<file path="src/rtl/counter_74163_pkg.sv">
// Shared types and constants for the 74163-based interval timer:
// state encoding, nibble/count widths and the 8-bit terminal value.
package counter_74163_pkg;

  localparam int NIBBLE_W = 4;
  localparam int COUNT_W  = 8;
  localparam logic [COUNT_W-1:0] TERMINAL = 8'hFF;

  typedef enum logic [1:0] {
    ST_IDLE = 2'd0,
    ST_LOAD = 2'd1,
    ST_RUN  = 2'd2
  } state_e;

endpackage

</file>
<file path="src/rtl/counter_74163_timer_ctrl.sv">
// Interval-timer controller driving two cascaded 74163 nibble counters.
// Define COUNTER_74163_AUTORELOAD_EN for periodic mode; default is one-shot.
module counter_74163_timer_ctrl
  import counter_74163_pkg::*;
#(
  parameter int PRESET_W = COUNT_W
) (
  input  logic                clk,
  input  logic                reset,
  input  logic                start,
  input  logic [PRESET_W-1:0] preset,
  input  logic                pause,
  input  logic                abort,
  input  logic                carry_lo,
  input  logic                carry_hi,
  output logic                Load_N,
  output logic                Clear_N,
  output logic                P,
  output logic                T_lo,
  output logic                T_hi,
  output logic [NIBBLE_W-1:0] Din1,
  output logic [NIBBLE_W-1:0] Din2,
  output logic                busy,
  output logic                done
);

  if (PRESET_W != COUNT_W) begin : g_bad_width
    $error("counter_74163_timer_ctrl: PRESET_W must be 8");
  end

  state_e             state_q, state_d;
  logic [COUNT_W-1:0] preset_q, preset_d;
  logic               busy_q, busy_d;
  logic               done_q, done_d;
  logic               run_s, abort_s, term_s, load_s;

  always_comb begin
    run_s    = (state_q == ST_RUN);
    abort_s  = abort && (state_q != ST_IDLE);
    // carry_hi can only be high with T_lo=1, so it already implies "unpaused at FF"
    term_s   = run_s && carry_hi && !abort && !reset;
    load_s   = ((state_q == ST_LOAD) || term_s) && !abort_s && !reset;
    state_d  = state_q;
    preset_d = preset_q;

    case (state_q)
      ST_IDLE: begin
        if (start) begin
          preset_d = preset;
          state_d  = ST_LOAD;
        end else begin
          state_d  = ST_IDLE;
        end
      end
      ST_LOAD: begin
        if (abort) begin
          state_d = ST_IDLE;
        end else begin
          state_d = ST_RUN;
        end
      end
      ST_RUN: begin
        if (abort) begin
          state_d = ST_IDLE;
        end else if (term_s) begin
`ifdef COUNTER_74163_AUTORELOAD_EN
          state_d = ST_RUN;
`else
          state_d = ST_IDLE;
`endif
        end else begin
          state_d = ST_RUN;
        end
      end
      default: state_d = ST_IDLE;
    endcase

    if (reset) begin
      state_d  = ST_IDLE;
      preset_d = '0;
    end else begin
      preset_d = preset_d;
    end

    busy_d = (state_d != ST_IDLE);
    done_d = term_s;
  end

  always_ff @(posedge clk) begin
    if (reset) begin
      state_q  <= ST_IDLE;
      preset_q <= '0;
      busy_q   <= 1'b0;
      done_q   <= 1'b0;
    end else begin
      state_q  <= state_d;
      preset_q <= preset_d;
      busy_q   <= busy_d;
      done_q   <= done_d;
    end
  end

  assign Load_N  = ~load_s;
  assign Clear_N = ~(reset | abort_s);
  assign P       = run_s & ~pause & ~reset;
  assign T_lo    = run_s & ~pause & ~reset;
  assign T_hi    = T_lo & carry_lo;
  assign Din1    = preset_q[NIBBLE_W-1:0];
  assign Din2    = preset_q[COUNT_W-1:NIBBLE_W];
  assign busy    = busy_q;
  assign done    = done_q;

endmodule

</file>
<file path="config.mk">
export PLATFORM = sky130hd
export DESIGN_NAME = counter_74163_timer_ctrl
export DESIGN_NICKNAME = d
export VERILOG_FILES = /design/src/rtl/counter_74163_pkg.sv /design/src/rtl/counter_74163_timer_ctrl.sv
export SDC_FILE = /design/constraint.sdc
export NUM_CORES = 1
export LEC_CHECK = 0
export CORE_UTILIZATION = 28
export DETAILED_ROUTE_END_ITERATION = 16
export PLACE_DENSITY_LB_ADDON = 0.1
export SLEW_MARGIN = 20
export SYNTH_ARGS = -nofsm -noshare
export SYNTH_HDL_FRONTEND = slang
export SYNTH_SLANG_ARGS = --single-unit
</file>
<file path="constraint.sdc">
create_clock -name clk -period 1.4 [get_ports clk]
set_clock_uncertainty 0.15 [all_clocks]
set_input_delay 0.28 -clock clk [delete_from_list [all_inputs] [get_ports clk]]
set_output_delay 0.28 -clock clk [all_outputs]
set_load 0.02 [all_outputs]
</file>
==> results.py <==
metrics = {
    "status": {
        "outcome": "finished, violations left",
        "violations": "design-rule violations, negative setup slack",
    },
    "detailed_routing": {
        "wl_mm": 1.24,
        "vias": 502,
        "drt_iter0_markers": 14,
        "first_pass_iters": 9,
        "dr_wl_met3_um": 91,
        "vias_per_cell": 4.48,
        "met1_length_um": 497,
        "drtAntennaViolNets": 0,
        "highest_layer": "met3",
        "wl_per_cell_um": 11.1,
        "wl_met2_um": 655,
        "drc": 8,
    },
    "worst_hold_path": {
        "holdCritStartpoint": "abort",
        "worstHoldPathType": "input port to register",
        "hold-path-endpoint": "done",
        "holdPathStages": 3,
    },
    "pwr": {
        "ir_drop_uv": 623,
        "p_leak_nw": 0.456,
        "powerDensity_nw_per_um2": 865,
    },
    "grt": {
        "grt_pass1_wl_mm": 2.01,
        "grt_antenna_before_repair": 0,
        "grt_max_degree": 14,
        "track_usage_pct": 14.7,
        "overflow": 0,
        "first_global_vias": 515,
    },
    "yosys": {
        "yosys.area_share.simple_pct": 21.6,
        "syn_area_per_cell_um2": 9.81,
        "syn_inst": 49,
        "synthAdderAreaFrac_pct": 0,
        "yosysSeqAreaShare_pct": 50.0,
        "synth-xor-area-share_pct": 0,
        "syn_area_um2": 480,
        "yosysWarningCount": 0,
        "synth_top_family_by_area": "simple AND/OR/NAND/NOR gates",
        "yosysUniqueCellTypes": 16,
        "ys_seq_elements": 12,
        "synth_compound_area_share_pct": 4.95,
        "synthesis.nets": 64,
        "synth_mux_area_share_pct": 18.8,
    },
    "clocking": {
        "htree_levels": 1,
        "tritoncts": "yes",
        "cts.reportedPaths.clkPinSlew_ps": 80,
        "clockBufferDepth": 2,
        "cts_root_buf": "clkbuf_4",
        "cts_sinks": 12,
        "insertion_delay_ps": 270,
        "numCtsBuffers": 3,
    },
    "sta": {
        "fmax_mhz": 602,
        "period_share_pct": 119,
        "setup-violations-final": 13,
        "drv_slew": 0,
        "relSlewSlack_pct": 86.7,
        "period_minus_slack_ps": 1660,
        "rsz0062_at_grt": "true",
        "max_slew.worst_pin.slew_ps": 198,
        "layout_setup_ws_ps": -262,
        "finalHoldViolations": 0,
    },
    "setup_path": {
        "rrSetupSlack_ps": -70,
        "timing.rr.end": "preset_q[4]",
        "cp-start-kind": "register",
        "worstPathArrival_ps": 1230,
        "worstRegToRegCells": 6,
        "critPathCaptureType": "primary output",
        "worstPathRequired_ps": 970,
        "path_max_fanout": 4,
        "reg2reg_from": "state_q[0]",
        "path_class": "register to primary output",
    },
    "floorplan": {
        "std_cell_rows": 14,
        "dieArea_um2": 1890,
        "boundaryPins": 30,
        "die_h_um": 43.4,
        "die_w_um": 43.4,
        "initial_core_util_pct": 30.8,
        "core-area_um2": 1560,
    },
    "placed_design": {
        "port_buffers": 29,
        "place_congestion": 0.755,
        "postPlaceCellArea_um2": 891,
        "dpl.hpwl_um": 833,
        "place_ws_ps": -706,
    },
    "final_layout": {
        "area_growth_pct": 104,
        "fin_nets": 112,
        "final_common_cell": "buf_4",
        "drive_above_1_share_pct": 37.5,
        "stdcell_area_um2": 981,
        "antenna_cells": 0,
        "most-common-layout-cells": "buf_4 (16), nor2_1 (11), dfxtp_1 (10), clkdlybuf4s50_1 (10)",
        "final_core_utilization_pct": 62.9,
    },
    "job": {
        "drv_cap": 0,
    },
}
-- critical path, cell delays in order, from the launching register on --
cell	delay [ps]
dfxtp_2	360
buf_6	120
nand2b_4	50
a211o_1	290
buf_6	130
-- layer usage --
metal | global-route usage, % | up-vias
li1 | - | 262
met3 | 6.67 | 0
met2 | 28.8 | 17
met4 | 3.75 | 0
met5 | 0 | -
met1 | 13.4 | 223
-- cell type report --
cell class | instances | area [um^2]
Clock buffer | 4 | 36.3
Fill cell | 136 | 578
Inverter | 1 | 3.75
Multi-Input combinational cell | 33 | 267
Sequential cell | 12 | 243
Tap cell | 16 | 20.0
Timing Repair Buffer | 46 | 412
-- stage by stage --
stage               std cells  TNS [ps]  hold WS (ps)  power (mW)
floorplan                  49     -63.0           194       0.462
global placement          103     -6080           321       0.577
detailed placement        103     -6160           330       0.578
CTS                       112      -945           306       0.842
global route              112     -2210           313       0.890
finish                    112     -1220           306       0.849
-- how the worst max path moves through the flow --
stage | to | slack (ps) | startpoint
2_1_floorplan | T_hi | -50 | state_q[0]
4_1_cts | Load_N | -260 | state_q[0]
6_report | Load_N | -260 | state_q[0]
5_1_grt | Load_N | -310 | state_q[0]
3_5_place_dp | T_hi | -710 | pause
3_3_place_gp | T_hi | -700 | reset
-- flip-flops by register name, indices dropped and copies added (netlist names) --
register / flops
busy: 1
state_q: 2
done: 1
preset_q: 8
-- logic make-up after synthesis --
group	count (synthesis)
AND/OR/NAND/NOR	21
flip-flops	12
multiplexers	9
buffers and inverters	4
AO/OA/AOI/OAI	3
-- Yosys cell counts, drive strengths merged --
| cell | number | area (um^2) |
|---|---|---|
| or4 | 1 | 7.51 |
| buf | 2 | 15.0 |
| inv | 1 | 3.75 |
| nor3 | 3 | 15.0 |
| and2 | 1 | 6.26 |
| nor2b | 1 | 6.26 |
| o21a | 1 | 7.51 |
| nand3b | 1 | 7.51 |
| nand2b | 2 | 12.5 |
| nor3b | 1 | 7.51 |
| mux2i | 9 | 90.1 |
| nor2 | 11 | 41.3 |
| o31ai | 1 | 7.51 |
| clkbuf | 1 | 3.75 |
| a211o | 1 | 8.76 |
| dfxtp | 12 | 240 |
-- where the power goes --
| group | internal (mW) | switching [mW] | total, mW | leakage [nW] |
|---|---|---|---|---|
| clock | 0.158 | 0.114 | 0.272 | 0.0210 |
| combinational | 0.117 | 0.0871 | 0.204 | 0.336 |
| sequential | 0.362 | 0.0104 | 0.372 | 0.0994 |
| total | 0.637 | 0.212 | 0.849 | 0.456 |
-- what timing repair did --
| item | CTS | global route |
|---|---|---|
| gates cloned | 0 | 0 |
| pin swaps | 3 | 3 |
| buffers inserted | 5 | 4 |
| hold buffers | 0 | 0 |
| setup endpoints to repair | 16 | 17 |
| resized for setup | 45 | 10 |
No activity file was read; power rests on OpenSTA's default activity.
